===== src/rtl/bin_to_bcd.sv =====
// bin_to_bcd: 8-bit binary to 3-digit BCD converter using shift-add-3
// (double dabble), one bit per clock over a 20-bit working register.
//
// Ports:
//   clk      - clock, all state updates on rising edge
//   rst      - synchronous active-high reset
//   start    - request conversion of bin (sampled only in IDLE)
//   bin      - 8-bit unsigned value to convert
//   busy     - high whenever the FSM is not IDLE
//   done     - one-cycle pulse when a fresh result is on the digit outputs
//   hundreds - BCD hundreds digit (0..2)
//   tens     - BCD tens digit (0..9)
//   ones     - BCD ones digit (0..9)

module bin_to_bcd (
    input  logic       clk,
    input  logic       rst,
    input  logic       start,
    input  logic [7:0] bin,
    output logic       busy,
    output logic       done,
    output logic [3:0] hundreds,
    output logic [3:0] tens,
    output logic [3:0] ones
);

    typedef enum logic [1:0] {
        IDLE,
        SHIFT,
        DONE
    } state_t;

    state_t      state;
    state_t      state_nxt;

    // [19:16] hundreds, [15:12] tens, [11:8] ones, [7:0] binary
    logic [19:0] work;
    logic [19:0] work_adj;
    logic [19:0] work_shf;
    logic [2:0]  cnt;
    logic        last;

    function automatic logic [3:0] add3(input logic [3:0] d);
        return (d >= 4'd5) ? d + 4'd3 : d;
    endfunction

    // Correct every BCD nibble before the shift so it carries properly.
    always_comb begin
        work_adj        = work;
        work_adj[19:16] = add3(work[19:16]);
        work_adj[15:12] = add3(work[15:12]);
        work_adj[11:8]  = add3(work[11:8]);
        work_shf        = {work_adj[18:0], 1'b0};
    end

    // Counter reaches 7 on the eighth shift.
    assign last = (cnt == 3'd7);

    always_ff @(posedge clk) begin
        if (rst) begin
            state <= IDLE;
        end else begin
            state <= state_nxt;
        end
    end

    always_comb begin
        state_nxt = state;
        unique case (state)
            IDLE: begin
                if (start) begin
                    state_nxt = SHIFT;
                end
            end
            SHIFT: begin
                if (last) begin
                    state_nxt = DONE;
                end
            end
            DONE: begin
                state_nxt = IDLE;
            end
            default: begin
                state_nxt = IDLE;
            end
        endcase
    end

    always_ff @(posedge clk) begin
        if (rst) begin
            work     <= 20'd0;
            cnt      <= 3'd0;
            hundreds <= 4'd0;
            tens     <= 4'd0;
            ones     <= 4'd0;
        end else if (state == IDLE) begin
            if (start) begin
                work <= {12'd0, bin};
                cnt  <= 3'd0;
            end
        end else if (state == SHIFT) begin
            work <= work_shf;
            cnt  <= cnt + 3'd1;
            // Digits only move on the final shift; they hold otherwise.
            if (last) begin
                hundreds <= work_shf[19:16];
                tens     <= work_shf[15:12];
                ones     <= work_shf[11:8];
            end
        end
    end

    assign busy = (state != IDLE);
    assign done = (state == DONE);

endmodule


===== config.mk =====
export PLATFORM = sky130hd
export DESIGN_NAME = bin_to_bcd
export DESIGN_NICKNAME = d
export VERILOG_FILES = /design/src/rtl/bin_to_bcd.sv
export SDC_FILE = /design/constraint.sdc
export NUM_CORES = 1
export LEC_CHECK = 0
export ABC_CLOCK_PERIOD_IN_PS = 2000
export BUFFER_PORTS_ARGS = -buffer_cell sky130_fd_sc_hd__buf_2
export CAP_MARGIN = 20
export CORE_ASPECT_RATIO = 1.5
export CORE_MARGIN = 2
export CORE_UTILIZATION = 40
export CTS_CLUSTER_DIAMETER = 60
export DETAILED_ROUTE_END_ITERATION = 8
export GPL_TIMING_DRIVEN = 0
export PLACE_DENSITY = 0.66
export SLEW_MARGIN = 5
export SYNTH_ARGS = -nofsm -noshare
export SYNTH_HDL_FRONTEND = slang
export SYNTH_SLANG_ARGS = --single-unit

===== constraint.sdc =====
create_clock -name clk -period 2 [get_ports clk]
set_input_delay 0.1 -clock clk [delete_from_list [all_inputs] [get_ports clk]]
set_output_delay 0.1 -clock clk [all_outputs]
set_load 0.1 [all_outputs]

==> impl_results.md <==
- Fin nets: 253
- Final setup viols: 0
- Fin util: 0.476
- WHS: 0.204 ns
- WS Path Type: flop to output port
- YS warnings: 0
- Number of distinct library cells after synthesis: 29
- Area of the multi-input gates: 908 um^2
- Status: finished, final reports clean
- Ys async rst share: 0
- Htree depth: 2
- Crit path time final: 1.79 ns
- Hold path startpoint: start
- R2R depth: 6
- Synth top area share: 0.425
- Share of post-route cells with drive strength above 1: 0.196
- Wire per inst: 14.1 um
- Hpwl dp: 2740 um
- Post-synth net total: 223
- Synth area leaders: dfxtp_1 42%, nor2_1 7.1%, ha_1 5.7%
- Crit. End Element: output port
- Antenna violations before repair: 0
- Via count of the first global-routing pass: 1429
- Die Y: 84.9 um
- WL final: 3950 um
- First-pass GRT wire length: 6430 um
- Post-synth EDFFs: 0
- Final Hold Viols: 0
- DR iter-0 viols: 61
- DRC: 0
- Placed inst area: 1920 um^2
- Commonest cells post-synth: 37 x dfxtp_1, 33 x nor2_1, 18 x a21oi_1
- Final Cycle Share: 0.893
- R2r startpoint: work[12]
- CTS tree: yes
- Hold path depth: 4
- Clock buffer depth: 2
- Design Area, Final: 2000 um^2
- Crit Reg-Reg Endpoint: work[14]
- Core area: 4210 um^2
- Unrepaired setup endpoints after global routing: no
- Hold buffer count at cts: 0
- Post-cts sizing count: 0
- Core Rows: 29
- FF/Latch Area: 741 um^2
- Headroom to the max-slew limit: 0.636
- Hold endpoint: work[3]
- Starting density of the core: 0.414
- Crit path max fanout: 10
- CP required: 1.90 ns
- GR Util All Layers: 0.171
- Max Fclk: 560 MHz
- Final setup TNS: 0 ns
- Final ANT Viol Nets: 0
- Max VDD drop: 452 uV
- Register clock-pin slew on the reported worst setup and hold paths: 0.07 ns
- Via density: 5.37
- IO buf count: 23
- Post-synthesis sequential area ratio: 0.425
- Slew Viols, Final: 0
- Synthesis-to-finish area growth: 14.8%
- Inserted Clock Buffers: 5
- Worst clock skew: 0.00491 ns
- Root buf cell: clkbuf_8
- R2R Setup Slk: 0.37 ns
- Synthesized area: 1740 um^2
- Post-Syn Instances: 204
- Worst Path Arrival: 1.69 ns
- Sink Count: 37
- DRT Pass-1 Iters: 4
- Post-CTS Setup Bufs: 0
- Fill cells: 429
- Synth Flop Type: dfxtp_1
- Cell Pwr Density: 707 nW/um^2
- Remaining Overflow, GRT: 0
- Post-synth top area cell: dfxtp_1
- Clk Latency, worst-skew pair: 0.30 ns
- # IOs: 25
- Die area: 4920 um^2
- Leak: 0.794 nW
- Antenna Cells: 0
- Worst-Margin Slew: 0.546 ns
- Vias: 1509
- Most common cell in the netlist: dfxtp_1
- Yosys reg bits: 37
- Placer Congestion: 0.783
- CP Launch Type: flop
- Hold WC Path Type: input port to flop
- Die outline width: 57.9 um
- Max-cap violations: 0
- Largest net degree at the start of global routing: 12
- Mean Syn Cell Area: 8.55 um^2
## power breakdown
part | total (mW) | switching (mW) | internal [mW] | leakage [nW]
clock network | 0.512 | 0.270 | 0.242 | 0.0450
registers | 0.766 | 0.0112 | 0.755 | 0.301
logic | 0.137 | 0.0849 | 0.0524 | 0.449
## cell usage in the layout, fill, tap and decap left out, types with 7 or more instances in the layout
cell and n:
dfxtp_1 37, nor2_1 33, buf_2 26, a21oi_1 18
nor3_1 13, nand3b_1 10, nor2b_1 8, o21ai_0 8
ha_1 8, inv_1 7, clkbuf_1 7
## cells by family after synthesis
family | after synthesis | synth area share
AO/OA/AOI/OAI | 47 | 0.166
XOR/XNOR | 3 | 0.0151
adder cells (fa/ha/maj) | 8 | 0.0574
buffers and inverters | 20 | 0.0560
flip-flops | 37 | 0.425
multiplexers | 3 | 0.0194
AND/OR/NAND/NOR | 86 | 0.262
## worst max path at each step
stage,from,endpoint,slack [ns],cells after the start
finish,state[1],done,0.21,3
global route,state[1],done,0.1,3
CTS,state[1],done,0.20,3
detailed placement,work[12],work[14],0.40,6
global placement,work[12],work[14],0.43,6
floorplan,state[1],done,0.39,2
## critical path, cell delays in order (launching register included)
cell      delay, ns
dfxtp_1        0.41
clkbuf_1       0.36
nor2b_2        0.21
buf_2          0.42
## registers in the layout (all words and copies together), names as in the netlist
signal    count
cnt           3
hundreds      4
ones          4
state         2
tens          4
work         20
## through the flow
step                      setup slack (ns)  instances  total power, mW
after floorplan                      0.393        204            0.883
after global placement               0.428        273            0.918
after detailed placement             0.400        273            0.920
after CTS                            0.202        281             1.43
after global routing                 0.100        281             1.47
final                                0.214        281             1.42
## layer usage
metal	vias to the layer above	GRT usage	share of wire
met5	-	0	0
met4	0	0.0909	0.025
met3	9	0.0381	0.036
met2	27	0.284	0.48
met1	706	0.201	0.46
li1	767	-	-
## area by class of cell
cell class,count,area share
plain buffers,13,0.0356
clock buffers,6,0.0363
clock inverters,2,0.00500
inverters,7,0.0131
multi-input cells,147,0.454
flip-flops and latches,37,0.370
well taps,46,0.0287
repair buffers,23,0.0575
Note: power is estimated with default switching activity, not from simulation.
